`config.mk`:
```
export PLATFORM = sky130hd
export DESIGN_NAME = modulo_pagamento
export DESIGN_NICKNAME = d
export VERILOG_FILES = /design/src/rtl/modulo_pagamento_pkg.sv /design/src/rtl/modulo_pagamento_contador.sv /design/src/rtl/modulo_pagamento.sv
export SDC_FILE = /design/constraint.sdc
export NUM_CORES = 1
export LEC_CHECK = 0
export CAP_MARGIN = 5
export CORE_MARGIN = 8
export CORE_UTILIZATION = 25
export DETAILED_ROUTE_END_ITERATION = 7
export PLACE_DENSITY = 0.46
export RECOVER_POWER = 100
export SKIP_LAST_GASP = 1
export SLEW_MARGIN = 10
export SYNTH_ARGS = -nofsm -noshare
export SYNTH_HDL_FRONTEND = slang
export SYNTH_SLANG_ARGS = --single-unit
export TNS_END_PERCENT = 5
```
`constraint.sdc`:
```
create_clock -name clk -period 5.53 [get_ports clk]
set_clock_uncertainty 0.15 [all_clocks]
set_input_delay 1.106 -clock clk [delete_from_list [all_inputs] [get_ports clk]]
set_output_delay 1.106 -clock clk [all_outputs]
set_load 0.01 [all_outputs]
```
`src/rtl/modulo_pagamento_pkg.sv`:
```
// Shared definitions for the coffee-machine payment handshake: coin codes,
// coin values, payment state encoding and the controller's state codes.
package pkg_cafe;

  localparam int PRECO_PADRAO = 150;

  localparam logic [2:0] MOEDA_5   = 3'd0;
  localparam logic [2:0] MOEDA_10  = 3'd1;
  localparam logic [2:0] MOEDA_25  = 3'd2;
  localparam logic [2:0] MOEDA_50  = 3'd3;
  localparam logic [2:0] MOEDA_100 = 3'd4;

  typedef enum logic [1:0] {
    OCIOSO     = 2'd0,
    COLETANDO  = 2'd1,
    FINALIZADO = 2'd2
  } estado_pag_t;

  // Controller-side state codes, kept here so both ends agree.
  localparam logic [2:0] CTRL_ESPERA    = 3'd0;
  localparam logic [2:0] CTRL_PAGAMENTO = 3'd1;
  localparam logic [2:0] CTRL_PREPARO   = 3'd2;
  localparam logic [2:0] CTRL_ENTREGA   = 3'd3;
  localparam logic [2:0] CTRL_ERRO      = 3'd4;

  function automatic logic moeda_ok(input logic [2:0] codigo);
    return codigo <= MOEDA_100;
  endfunction

  function automatic logic [8:0] valor_moeda(input logic [2:0] codigo);
    case (codigo)
      MOEDA_5:   valor_moeda = 9'd5;
      MOEDA_10:  valor_moeda = 9'd10;
      MOEDA_25:  valor_moeda = 9'd25;
      MOEDA_50:  valor_moeda = 9'd50;
      MOEDA_100: valor_moeda = 9'd100;
      default:   valor_moeda = 9'd0;
    endcase
  endfunction

endpackage

```
`src/rtl/modulo_pagamento_contador.sv`:
```
// Inactivity counter: clear wins over enable; expira flags the enabled cycle
// in which the count would reach TIMEOUT_CICLOS.
module contador_inatividade #(
  parameter int TIMEOUT_CICLOS = 1000,
  parameter int TIMEOUT_W      = 16
) (
  input  logic clk,
  input  logic rst,
  input  logic clr,
  input  logic en,
  output logic expira
);

  logic [TIMEOUT_W-1:0] cnt;

  always_ff @(posedge clk or posedge rst) begin
    if (rst)      cnt <= '0;
    else if (clr) cnt <= '0;
    else if (en)  cnt <= cnt + 1'b1;
  end

  assign expira = en && !clr && (cnt == TIMEOUT_W'(TIMEOUT_CICLOS - 1));

endmodule

```
`src/rtl/modulo_pagamento.sv`:
```
// Payment unit: collects coins during a session, closes on confirm or on
// reaching the price, and expires the session after inactivity.
module modulo_pagamento
  import pkg_cafe::*;
#(
  parameter int PRECO          = PRECO_PADRAO,
  parameter int TIMEOUT_CICLOS = 1000,
  parameter int TIMEOUT_W      = 16,
  parameter bit AUTO_ENCERRA   = 1'b1
) (
  input  logic       clk,
  input  logic       rst,
  input  logic       INICIAR,
  input  logic       MOEDA_VALIDA,
  input  logic [2:0] MOEDA_CODIGO,
  input  logic       BOTAO_CONFIRMA,
  output logic       PAGO,
  output logic       ENCERRADO,
  output logic       TEMPO_ESGOTADO,
  output logic       REJEITADA,
  output logic [8:0] TOTAL,
  output logic [8:0] TROCO,
  output logic [8:0] DEVOLUCAO
);

  estado_pag_t estado;
  logic        pago_int;
  logic        moeda_aceita, fecha, pago_n, expira, cnt_clr, cnt_en;
  logic [8:0]  total_n;

  // A coin in the closing cycle is counted before the price comparison.
  assign moeda_aceita = MOEDA_VALIDA && moeda_ok(MOEDA_CODIGO);
  assign total_n      = moeda_aceita ? TOTAL + valor_moeda(MOEDA_CODIGO) : TOTAL;
  assign pago_n       = total_n >= 9'(PRECO);
  assign fecha        = BOTAO_CONFIRMA || (AUTO_ENCERRA && pago_n);

  assign cnt_clr = ((estado == OCIOSO) && INICIAR) ||
                   ((estado == COLETANDO) && moeda_aceita);
  assign cnt_en  = (estado == COLETANDO) && !moeda_aceita && !fecha;

  contador_inatividade #(
    .TIMEOUT_CICLOS(TIMEOUT_CICLOS),
    .TIMEOUT_W     (TIMEOUT_W)
  ) u_contador (
    .clk   (clk),
    .rst   (rst),
    .clr   (cnt_clr),
    .en    (cnt_en),
    .expira(expira)
  );

  always_ff @(posedge clk or posedge rst) begin
    if (rst) begin
      estado         <= OCIOSO;
      pago_int       <= 1'b0;
      PAGO           <= 1'b0;
      ENCERRADO      <= 1'b0;
      TEMPO_ESGOTADO <= 1'b0;
      REJEITADA      <= 1'b0;
      TOTAL          <= '0;
      TROCO          <= '0;
      DEVOLUCAO      <= '0;
    end else begin
      PAGO           <= 1'b0;
      ENCERRADO      <= 1'b0;
      TEMPO_ESGOTADO <= 1'b0;
      REJEITADA      <= 1'b0;
      case (estado)
        OCIOSO: begin
          if (MOEDA_VALIDA) REJEITADA <= 1'b1;
          if (INICIAR) begin
            estado    <= COLETANDO;
            TOTAL     <= '0;
            TROCO     <= '0;
            DEVOLUCAO <= '0;
          end
        end
        COLETANDO: begin
          if (MOEDA_VALIDA && !moeda_aceita) REJEITADA <= 1'b1;
          TOTAL <= total_n;
          if (fecha) begin
            estado   <= FINALIZADO;
            pago_int <= pago_n;
            if (pago_n) TROCO     <= total_n - 9'(PRECO);
            else        DEVOLUCAO <= total_n;
          end else if (expira) begin
            estado         <= OCIOSO;
            TEMPO_ESGOTADO <= 1'b1;
            DEVOLUCAO      <= TOTAL;
            TOTAL          <= '0;
          end
        end
        FINALIZADO: begin
          ENCERRADO <= 1'b1;
          PAGO      <= pago_int;
          if (MOEDA_VALIDA) REJEITADA <= 1'b1;
          estado    <= OCIOSO;
        end
        default: estado <= OCIOSO;
      endcase
    end
  end

endmodule

```
Word-level counts from Yosys, hierarchy flattened
Index checks and enable logic that the tools add are counted.

word-level totals
  bits of input ports = 8
  output and inout bits = 31
  register bits after elaboration = 50

operators by class
  $add $sub $neg = 3
  mux-type cells = 27
  order comparisons = 2
  equal/unequal tests = 12
  reductions and logical operators = 23

operators with widths
  cell                                                                                 number
  9-bit two-way mux                                                                    9
  9-bit one-hot mux with 2 select lines                                                3
  7-bit one-hot mux with 5 select lines                                                1
  16-bit two-way mux                                                                   2
  16-bit by 1-bit adder with 16-bit output, second input constant                      1
  16-bit by 10-bit == test with 1-bit output, second input constant                    1
  9-bit adder                                                                          1
  9-bit by 8-bit greater-or-equal comparator with 1-bit output, second input constant  1
  9-bit by 8-bit subtractor with 9-bit output, second input constant                   1
  1-bit logical AND                                                                    8
  4-bit AND reduction                                                                  2
  1-bit two-way mux                                                                    7
  3-bit by 2-bit == test with 1-bit output, second input constant                      2
  2-bit two-way mux                                                                    3
  2-bit inequality test, second input constant                                         3
  3-bit inequality test, second input constant                                         2
  2-bit AND reduction                                                                  3
  2-bit one-hot mux with 2 select lines                                                1
  2-bit nonzero test                                                                   2
  3-bit by 1-bit == test with 1-bit output, second input constant                      1
  3-bit == test, second input constant                                                 1
  3-bit less-or-equal comparator, second input constant                                1
  1-bit zero test                                                                      3
  3-bit zero test                                                                      1
  other kinds (6)                                                                      7

Longest topological paths before layout
Gate-level depths: netlist (run 1).

  depth after elaboration = 13
  gate-level depth with buffers = 17

Hierarchy
Synthesis (run 1) repeated with hierarchy kept, for this count alone.

unflattened totals
  cell total of the unflattened synthesis = 362
  area total of the unflattened synthesis = 3437.0 µm²

by module, submodules not included
  module                times used  cells each  area an instance (µm²)
  modulo_pagamento      1           275         2578.7
  contador_inatividade  1           87          858.3

Worst setup path after synthesis (run 1)
No wires, ideal clock.

  path kind = in2reg
  from = input port MOEDA_CODIGO[0]
  to = register u_contador.cnt[5]
  setup slack = 1.127 ns
  stages on the path = 16
  arrival = 4.175 ns
  data required time = 5.302 ns
  buffers on the path = 1
  path through = nor2_1 -> ha_1 -> inv_1 -> fa_1 -> xor2_1 -> o21ai_0 -> ha_1 -> nor2_1 -> o21ai_0 -> a2111oi_4 -> nand4b_1 -> nand3_2 -> nand3b_4 -> buf_6 -> or4_1 -> a21oi_1

on the way
  cells in the longest elaborated chain, start to end = 9
  elaborated cells between the ends (all ways) = 20
  those cells by class = add/sub: 1; order compare: 2; eq/ne: 4; mux: 3; reduce/logical: 10

RTL lines
  item                                                          RTL line                         source
  from (decl)                                                   modulo_pagamento.sv:15           input logic [2:0] MOEDA_CODIGO,
  3-bit == test, or another cell as far along                   modulo_pagamento_pkg.sv:31       case (codigo)
  7-bit one-hot mux with 5 select lines                         modulo_pagamento_pkg.sv:31
  9-bit adder                                                   modulo_pagamento.sv:33           assign total_n = moeda_aceita ? TOTAL + valor_moeda(MOEDA_CODIGO) : TOTAL;
  9-bit two-way mux                                             modulo_pagamento.sv:33
  9-bit by 8-bit greater-or-equal comparator with 1-bit output  modulo_pagamento.sv:34           assign pago_n = total_n >= 9'(PRECO);
  1-bit logical OR                                              modulo_pagamento.sv:35           assign fecha = BOTAO_CONFIRMA || (AUTO_ENCERRA && pago_n);
  1-bit zero test                                               modulo_pagamento.sv:39           assign cnt_en = (estado == COLETANDO) && !moeda_aceita && !fecha;
  1-bit logical AND                                             modulo_pagamento.sv:39
  2-bit nonzero test (no line)                                  n/a
  to (signal assigned)                                          modulo_pagamento_contador.sv:19  else if (en) cnt <= cnt + 1'b1;
  to (decl)                                                     modulo_pagamento_contador.sv:14  logic [TIMEOUT_W-1:0] cnt;

Several ways; a longest one is shown, not always the timed one.
A chain may end at the register's enable or synchronous reset.

Worst setup path after layout (run 1)
  from = input port MOEDA_CODIGO[0]
  to = register DEVOLUCAO[2]

on the way
  cells in the longest elaborated chain, start to end = 12
  elaborated cells between the ends (all ways) = 27
  those cells by class = add/sub: 1; order compare: 2; eq/ne: 6; mux: 5; reduce/logical: 13

RTL lines
  item                                                          RTL line                         source
  3-bit == test, or another cell as far along                   modulo_pagamento_pkg.sv:31
  7-bit one-hot mux with 5 select lines                         modulo_pagamento_pkg.sv:31
  9-bit adder                                                   modulo_pagamento.sv:33
  9-bit two-way mux                                             modulo_pagamento.sv:33
  9-bit by 8-bit greater-or-equal comparator with 1-bit output  modulo_pagamento.sv:34
  1-bit logical OR                                              modulo_pagamento.sv:35
  1-bit zero test                                               modulo_pagamento.sv:39
  1-bit logical AND                                             modulo_pagamento.sv:39
  1-bit logical AND (2 in a row)                                modulo_pagamento_contador.sv:22  assign expira = en && !clr && (cnt == TIMEOUT_W'(TIMEOUT_CICLOS - 1));
  3-bit inequality test (no line)                               n/a
  4-bit AND reduction (no line)                                 n/a
  to (signal assigned)                                          modulo_pagamento.sv:85           else DEVOLUCAO <= total_n;
  to (decl)                                                     modulo_pagamento.sv:23           output logic [8:0] DEVOLUCAO

Several ways; a longest one is shown, not always the timed one. The select of a mux whose other input is x is not followed.

==> summary.txt, run 1 <==
syn nets: 367
Inserted Clock Buffers: 5
Final Cycle Share: 0.922
drt first-iter violations: 185
Max FO, Critical Path: 11
pwr dens: 375 nW/um2
max cap viols: 1
final setup margin: 432 ps
hold crit path type: register to register
Fmax: 196 MHz
GR Util met3: 0.0316
DRT Pass-1 Iters: 4
asr flop ratio synth: 1.00
number of antenna diodes: 0
Setup TNS Final: 0 ps
row count: 40
Reg clk slew, reported paths: 70 ps
worst skew pair latency: 290 ps
Post-synth EDFFs: 0
Final Max Slew Viols: 51
core area: 12100 um2
Post-Syn Area: 3100 um2
commonest non-fill, non-tap cell in the layout: dfrtp_1
Final min period: 5100 ps
CP startpoint kind: input pin
Synth Register Bits: 50
most used cell, CP: o21ai_0
RD Place Congestion: 0.773
Worst Max-Slew Pin Slew: 2810 ps
GRT Residual Overflow: 0
Post-CTS Setup Inserts: 0
CP Cell Sequence: clkdlybuf4s50_1, nor2_1, ha_1, inv_1, fa_1, xor2_1, o21ai_0, ha_1, nor2_1, o21ai_0, a2111oi_4, nand4b_1, nand3_2, a21oi_1, clkbuf_1, o21ai_0
Worst R2R Setup Slack: 1280 ps
Worst Hold End: u_contador.cnt[15]$_DFFE_PP0P_
Pleak: 0.00168 uW
first-pass GRT wire length: 14400 um
initial antenna violation count: 0
clk sinks: 50
required time of the worst setup path: 5520 ps
Post-Layout Inst Area: 3830 um2
Area growth syn-to-layout: 23.4%
R2R Path Start: TOTAL[0]$_DFFE_PP0P_
CP Class: input pin to register
Worst R2R Path Depth: 14
Synth top area share: 0.403
top post-synthesis cells by area: dfrtp_1 40%, o21ai_0 5.8%, nand2_1 5.4%
initial core utilization: 0.257
Remaining DRCs: 0
gr busiest metal: met2
num ports: 39
Seq/Total Area, Yosys: 0.403
Avg Cell Area, Syn: 8.89 um2
Port Buf Inserts: 38
clock tree root driver cell: clkbuf_16
Yosys Warn Count: 0
unrepaired setup endpoints after global routing: no
Hold Startpoint: u_contador.cnt[15]$_DFFE_PP0P_
CTS max path bufs: 2
Vias: 2713
nets@finish: 407
share of post-route cells with drive strength above 1: 0.0538
global routing met1 resource utilization: 0.149
final hold violations: 0
placed cell areas: 3690 um2
placed cells: 550
die boundary width: 127 um
wire per inst: 15.6 um
crit path DAT: 5090 ps
Primary FF master, synth: dfrtp_1
hold depth: 1
max incr delay on CP: 540 ps
Synth Instances: 349
fin cells: 558
largest area contributor in the netlist: dfrtp_1
WL final: 8680 um
Setup Viol. Count Final: 0
peak supply drop: 164 uV
post-DR vias/cell: 4.86
CP Capture Type: register
hold buffer count at cts: 0
CP max stage cell: clkbuf_1
vias in the first global route: 2682
Global Route Usage Sum: 0.110
most frequent cells in the layout: 50 x dfrtp_1, 45 x nand2_1, 37 x o21ai_0, 32 x dlygate4sd3_1, 22 x a21oi_1
die area: 16200 um2
Die Span Y: 127 um
HPWL Detailed: 6370 um
CTS tree: built
RR Endpoint: DEVOLUCAO[2]$_DFFE_PP0P_
failing checks: capacitance limit, slew limit
status: finished with violations
GR Layer Usage met2: 0.170
setup slack after placement: 163 ps
htree depth: 2
Routed Antenna Nets: 0
Post-Route Utilization: 0.317
Max-slew headroom: -0.876
synth unique cells: 53
largest net degree at the start of global routing: 51
Post-CTS Resized: 0
## state kept, by name (all words and copies together) (netlist names)
register / cells
DEVOLUCAO: 9
ENCERRADO: 1
PAGO: 1
REJEITADA: 1
TEMPO_ESGOTADO: 1
TOTAL: 9
TROCO: 9
estado: 2
pago_int: 1
u_contador.cnt: 16
## power breakdown
group | switching (uW) | total (uW) | internal (uW)
combinational | 358 | 618 | 260
clock | 137 | 317 | 180
sequential | 78.9 | 501 | 422
## Yosys cell counts, types with 2 or more instances
library cell	number
dfrtp_1	50
nand2_1	45
o21ai_0	36
a21oi_1	22
nand3_1	21
nor2_1	16
mux2i_1	14
inv_1	12
nor3_1	10
ha_1	9
and2_1	8
clkbuf_1	8
o31ai_1	7
a22o_1	6
or3_1	6
or4_1	6
xor2_1	6
and3_1	5
nand2b_1	5
nor2b_1	5
xnor2_1	5
buf_2	4
mux2_2	3
nand4_1	3
a211o_1	2
a211oi_1	2
a21o_1	2
nand4b_1	2
nor3b_1	2
nor4_1	2
o211ai_1	2
o21a_1	2
## how the worst max path moves through the flow
stage	start	endpoint	slack [ps]	cells after the start
4_1_cts	MOEDA_CODIGO[0]	u_contador.cnt[7]$_DFFE_PP0P_	430	16
3_3_place_gp	MOEDA_CODIGO[0]	u_contador.cnt[5]$_DFFE_PP0P_	270	16
6_report	MOEDA_CODIGO[0]	DEVOLUCAO[2]$_DFFE_PP0P_	430	16
3_5_place_dp	MOEDA_CODIGO[0]	u_contador.cnt[7]$_DFFE_PP0P_	160	16
2_1_floorplan	MOEDA_CODIGO[0]	u_contador.cnt[5]$_DFFE_PP0P_	1130	16
5_1_grt	MOEDA_CODIGO[1]	u_contador.cnt[7]$_DFFE_PP0P_	100	14
## cell type report
class	instances	area, um2
Fill cell	1271	8240
Multi-Input combinational cell	273	1740
Sequential cell	50	1250
Timing Repair Buffer	47	437
Tap cell	168	210
Clock buffer	7	143
Inverter	12	45.0
Clock inverter	1	5.00
## per-stage QoR
stage / hold WS, ps / power, uW
final: 331 / 1440
after global routing: 380 / 1540
after CTS: 334 / 1480
after detailed placement: 325 / 1150
after global placement: 321 / 1150
after floorplan: 296 / 898
## critical path, delay by kind of cell
family / cells / cell delay [ps]
xor gates and xnor gates: 1 / 250
adders and majority gates: 3 / 840
and+or+nand+nor: 4 / 530
AOI/OAI and AO/OA: 5 / 1270
buffers and inverters: 3 / 1080
## cells by family after synthesis
family	after synthesis	synth area share
flops	50	0.403
compound gates	95	0.197
fa+ha+maj	10	0.0428
mux	17	0.0561
buf+inv	26	0.0359
simple gates	140	0.234
xor+xnor	11	0.0311
## metal layers
layer  routed length, um  up-vias
li1                    -     1352
met4                  72        0
met1                4150     1306
met3                 479        8
met2                3980       47
met5                   0        -
Power figures use the tool's default switching activity.
==> inputs of run 2 (changes only) <==
Settings changed: PLACE_DENSITY 0.46 to 0.52, SYNTH_HIERARCHICAL from default to 1.
==> run 2 against run 1 <==
Non-clock buffer count is 7 higher. Wire length is 19% higher. Register-to-register slack worse by 330 ps. Largest cell class unchanged. The flow still finishes with violations (capacitance limit, slew limit). Critical path depth stayed put. Setup slack worse by 290 ps. Final cell count is 6.1% higher. Largest power group unchanged. First-iteration DRC count is 12% lower. Synthesized cell count is 3.7% higher. Sequential power is 13% higher.
==> summary.txt, run 2 <==
status: finished with violations
hold crit path type: register to register
largest area contributor in the netlist: dfrtp_1
commonest non-fill, non-tap cell in the layout: dfrtp_1
Reg power frac: 0.294
RD Place Congestion: 0.864
Clk pwr share: 0.151
syn nets: 380
top post-synthesis cells by area: dfrtp_1 36%, mux2_2 3.6%, ha_1 3.3%
core area: 13700 um2
most flop-heavy register: u_contador/cnt
pwr dens: 456 nW/um2
hold depth: 1
initial antenna violation count: 0
asr flop ratio synth: 1.00
largest net degree at the start of global routing: 35
peak supply drop: 158 uV
Worst Max-Slew Pin Slew: 1830 ps
Final Max Slew Viols: 35
Worst R2R Setup Slack: 950 ps
max incr delay on CP: 940 ps
nets@finish: 430
Avg Cell Area, Syn: 9.49 um2
setup slack after placement: -322 ps
CP delay by family, top: compound AO/OA/AOI/OAI gates
max reg flops: 16
GRT Residual Overflow: 0
CP startpoint kind: input pin
Synth top cells by count: 50 x dfrtp_1, 29 x nor2_1, 22 x o21ai_0
Reg clk slew, reported paths: 70 ps
Area growth syn-to-layout: 22.6%
most frequent cells in the layout: 50 x dfrtp_1, 32 x dlygate4sd3_1, 29 x nor2_1, 23 x o21ai_0, 20 x nand2_1
Remaining DRCs: 0
unrepaired setup endpoints after global routing: no
CTS tree: built
Seq/Total Area, Yosys: 0.364
number of antenna diodes: 0
CP max stage cell: o31ai_2
first-pass GRT wire length: 17100 um
Sw Ratio: 0.440
CP Capture Type: register
Synth top area share: 0.364
Hold Startpoint: DEVOLUCAO[5]$_DFFE_PP0P_
drt first-iter violations: 163
Synth Instances: 362
Post-synth EDFFs: 0
htree depth: 2
Max FO, Critical Path: 12
die area: 17800 um2
HPWL Detailed: 7990 um
worst skew pair latency: 300 ps
required time of the worst setup path: 5560 ps
vias in the first global route: 3265
FILL cells: 1463
Port Buf Inserts: 38
Post-Syn Area: 3440 um2
final hold violations: 0
WL final: 10300 um
CP Class: input pin to register
worst path bufs/invs: 4
Final Cycle Share: 0.975
DRT Pass-1 Iters: 5
P_int: 1080 uW
Pleak: 0.00186 uW
crit path DAT: 5420 ps
share of post-route cells with drive strength above 1: 0.175
Synth Register Bits: 50
Setup TNS Final: 0 ps
post-DR vias/cell: 5.33
most common cell in the netlist: dfrtp_1
Worst Hold End: DEVOLUCAO[5]$_DFFE_PP0P_
Max-slew headroom: -0.221
die boundary width: 133 um
Post-Route Utilization: 0.308
Inserted Clock Buffers: 5
wire per inst: 17.4 um
clock tree root driver cell: clkbuf_16
Yosys Warn Count: 6
Routed Antenna Nets: 0
CP Cell Sequence: clkdlybuf4s50_1, nor2_1, ha_1, inv_1, fa_1, xnor2_1, mux2i_2, inv_1, ha_1, nor2_1, o21ai_0, a22oi_2, a31oi_1, clkbuf_2, o31ai_2, mux2_2
Die Span Y: 133 um
Setup Viol. Count Final: 0
combinational power share: 0.555
num ports: 39
Post-CTS Setup Inserts: 0
RR Endpoint: TROCO[6]$_DFFE_PP0P_
initial core utilization: 0.252
sw power: 845 uW
Fmax: 186 MHz
Final min period: 5390 ps
failing checks: capacitance limit, slew limit
placed cell areas: 4070 um2
Worst R2R Path Depth: 14
row count: 43
Global Route Usage Sum: 0.120
clk sinks: 50
R2R Path Start: TOTAL[0]$_DFFE_PP0P_
max cap viols: 1
synth unique cells: 76
Vias: 3155
Post-Layout Inst Area: 4220 um2
final setup margin: 140 ps
CTS max path bufs: 2
Primary FF master, synth: dfrtp_1
hold buffer count at cts: 0
run 2: repair_timing:
action | CTS | global route
endpoints found under the hold margin | 0 | 0
setup endpoints to repair | 2 | 10
resized for setup | 1 | 6
run 2: worst register-to-register path, stage by stage, from the launching register on:
cell and delay [ps]:
dfrtp_1 510, ha_1 240, inv_1 60, fa_1 410, xnor2_1 180, mux2i_2 260
inv_1 80, ha_1 230, nor2_1 130, o21ai_0 160, a22oi_2 270, a31oi_1 180
clkbuf_2 260, o31ai_2 940, mux2_2 430
run 2: cell families after synthesis:
family	Yosys count	share of synthesized area
mux	19	0.0608
simple gates	138	0.226
buf+inv	26	0.0426
compound gates	109	0.242
fa+ha+maj	10	0.0386
xor+xnor	10	0.0255
flops	50	0.364
run 2: power by group through the flow:
| stage | logic (uW) | registers [uW] | clock network [uW] |
|---|---|---|---|
| 4_1_cts | 1090 | 568 | 304 |
| 2_1_floorplan | 675 | 575 | 0 |
| 5_1_grt | 1160 | 579 | 317 |
| 6_report | 1070 | 564 | 291 |
| 3_3_place_gp | 1080 | 573 | 0 |
| 3_5_place_dp | 1090 | 574 | 0 |
run 2: worst max-delay path by stage:
stage	startpoint	to	slack [ps]	cells past startpoint
2_1_floorplan	MOEDA_CODIGO[0]	DEVOLUCAO[3]$_DFFE_PP0P_	200	23
3_3_place_gp	MOEDA_CODIGO[0]	DEVOLUCAO[3]$_DFFE_PP0P_	-80	21
3_5_place_dp	MOEDA_CODIGO[0]	DEVOLUCAO[4]$_DFFE_PP0P_	-320	21
4_1_cts	MOEDA_CODIGO[0]	DEVOLUCAO[4]$_DFFE_PP0P_	70	21
5_1_grt	MOEDA_CODIGO[0]	TROCO[6]$_DFFE_PP0P_	10	16
6_report	MOEDA_CODIGO[0]	TROCO[6]$_DFFE_PP0P_	140	16
run 2: routing by layer:
metal	GRT usage	wire (um)	up-vias
met5	0	0	-
met4	0.0487	277	0
li1	-	-	1489
met3	0.0279	515	23
met2	0.193	4920	92
met1	0.151	4610	1551
run 2: final cells by class:
class	instances	area, um2	share of cell area
tap	180	225	0.0534
clock inverter	2	10.0	0.00237
sequential	50	1250	0.297
clock buffer	5	125	0.0297
multi-input combinational	286	2050	0.487
timing repair buffer	54	494	0.117
inverter	15	56.3	0.0134
run 2: stage by stage:
step                hold WS [ps]  total power (uW)  cells
floorplan                    296              1250    362
global placement             316              1650    585
detailed placement           330              1660    585
CTS                          349              1970    592
global route                 368              2060    592
finish                       343              1920    592
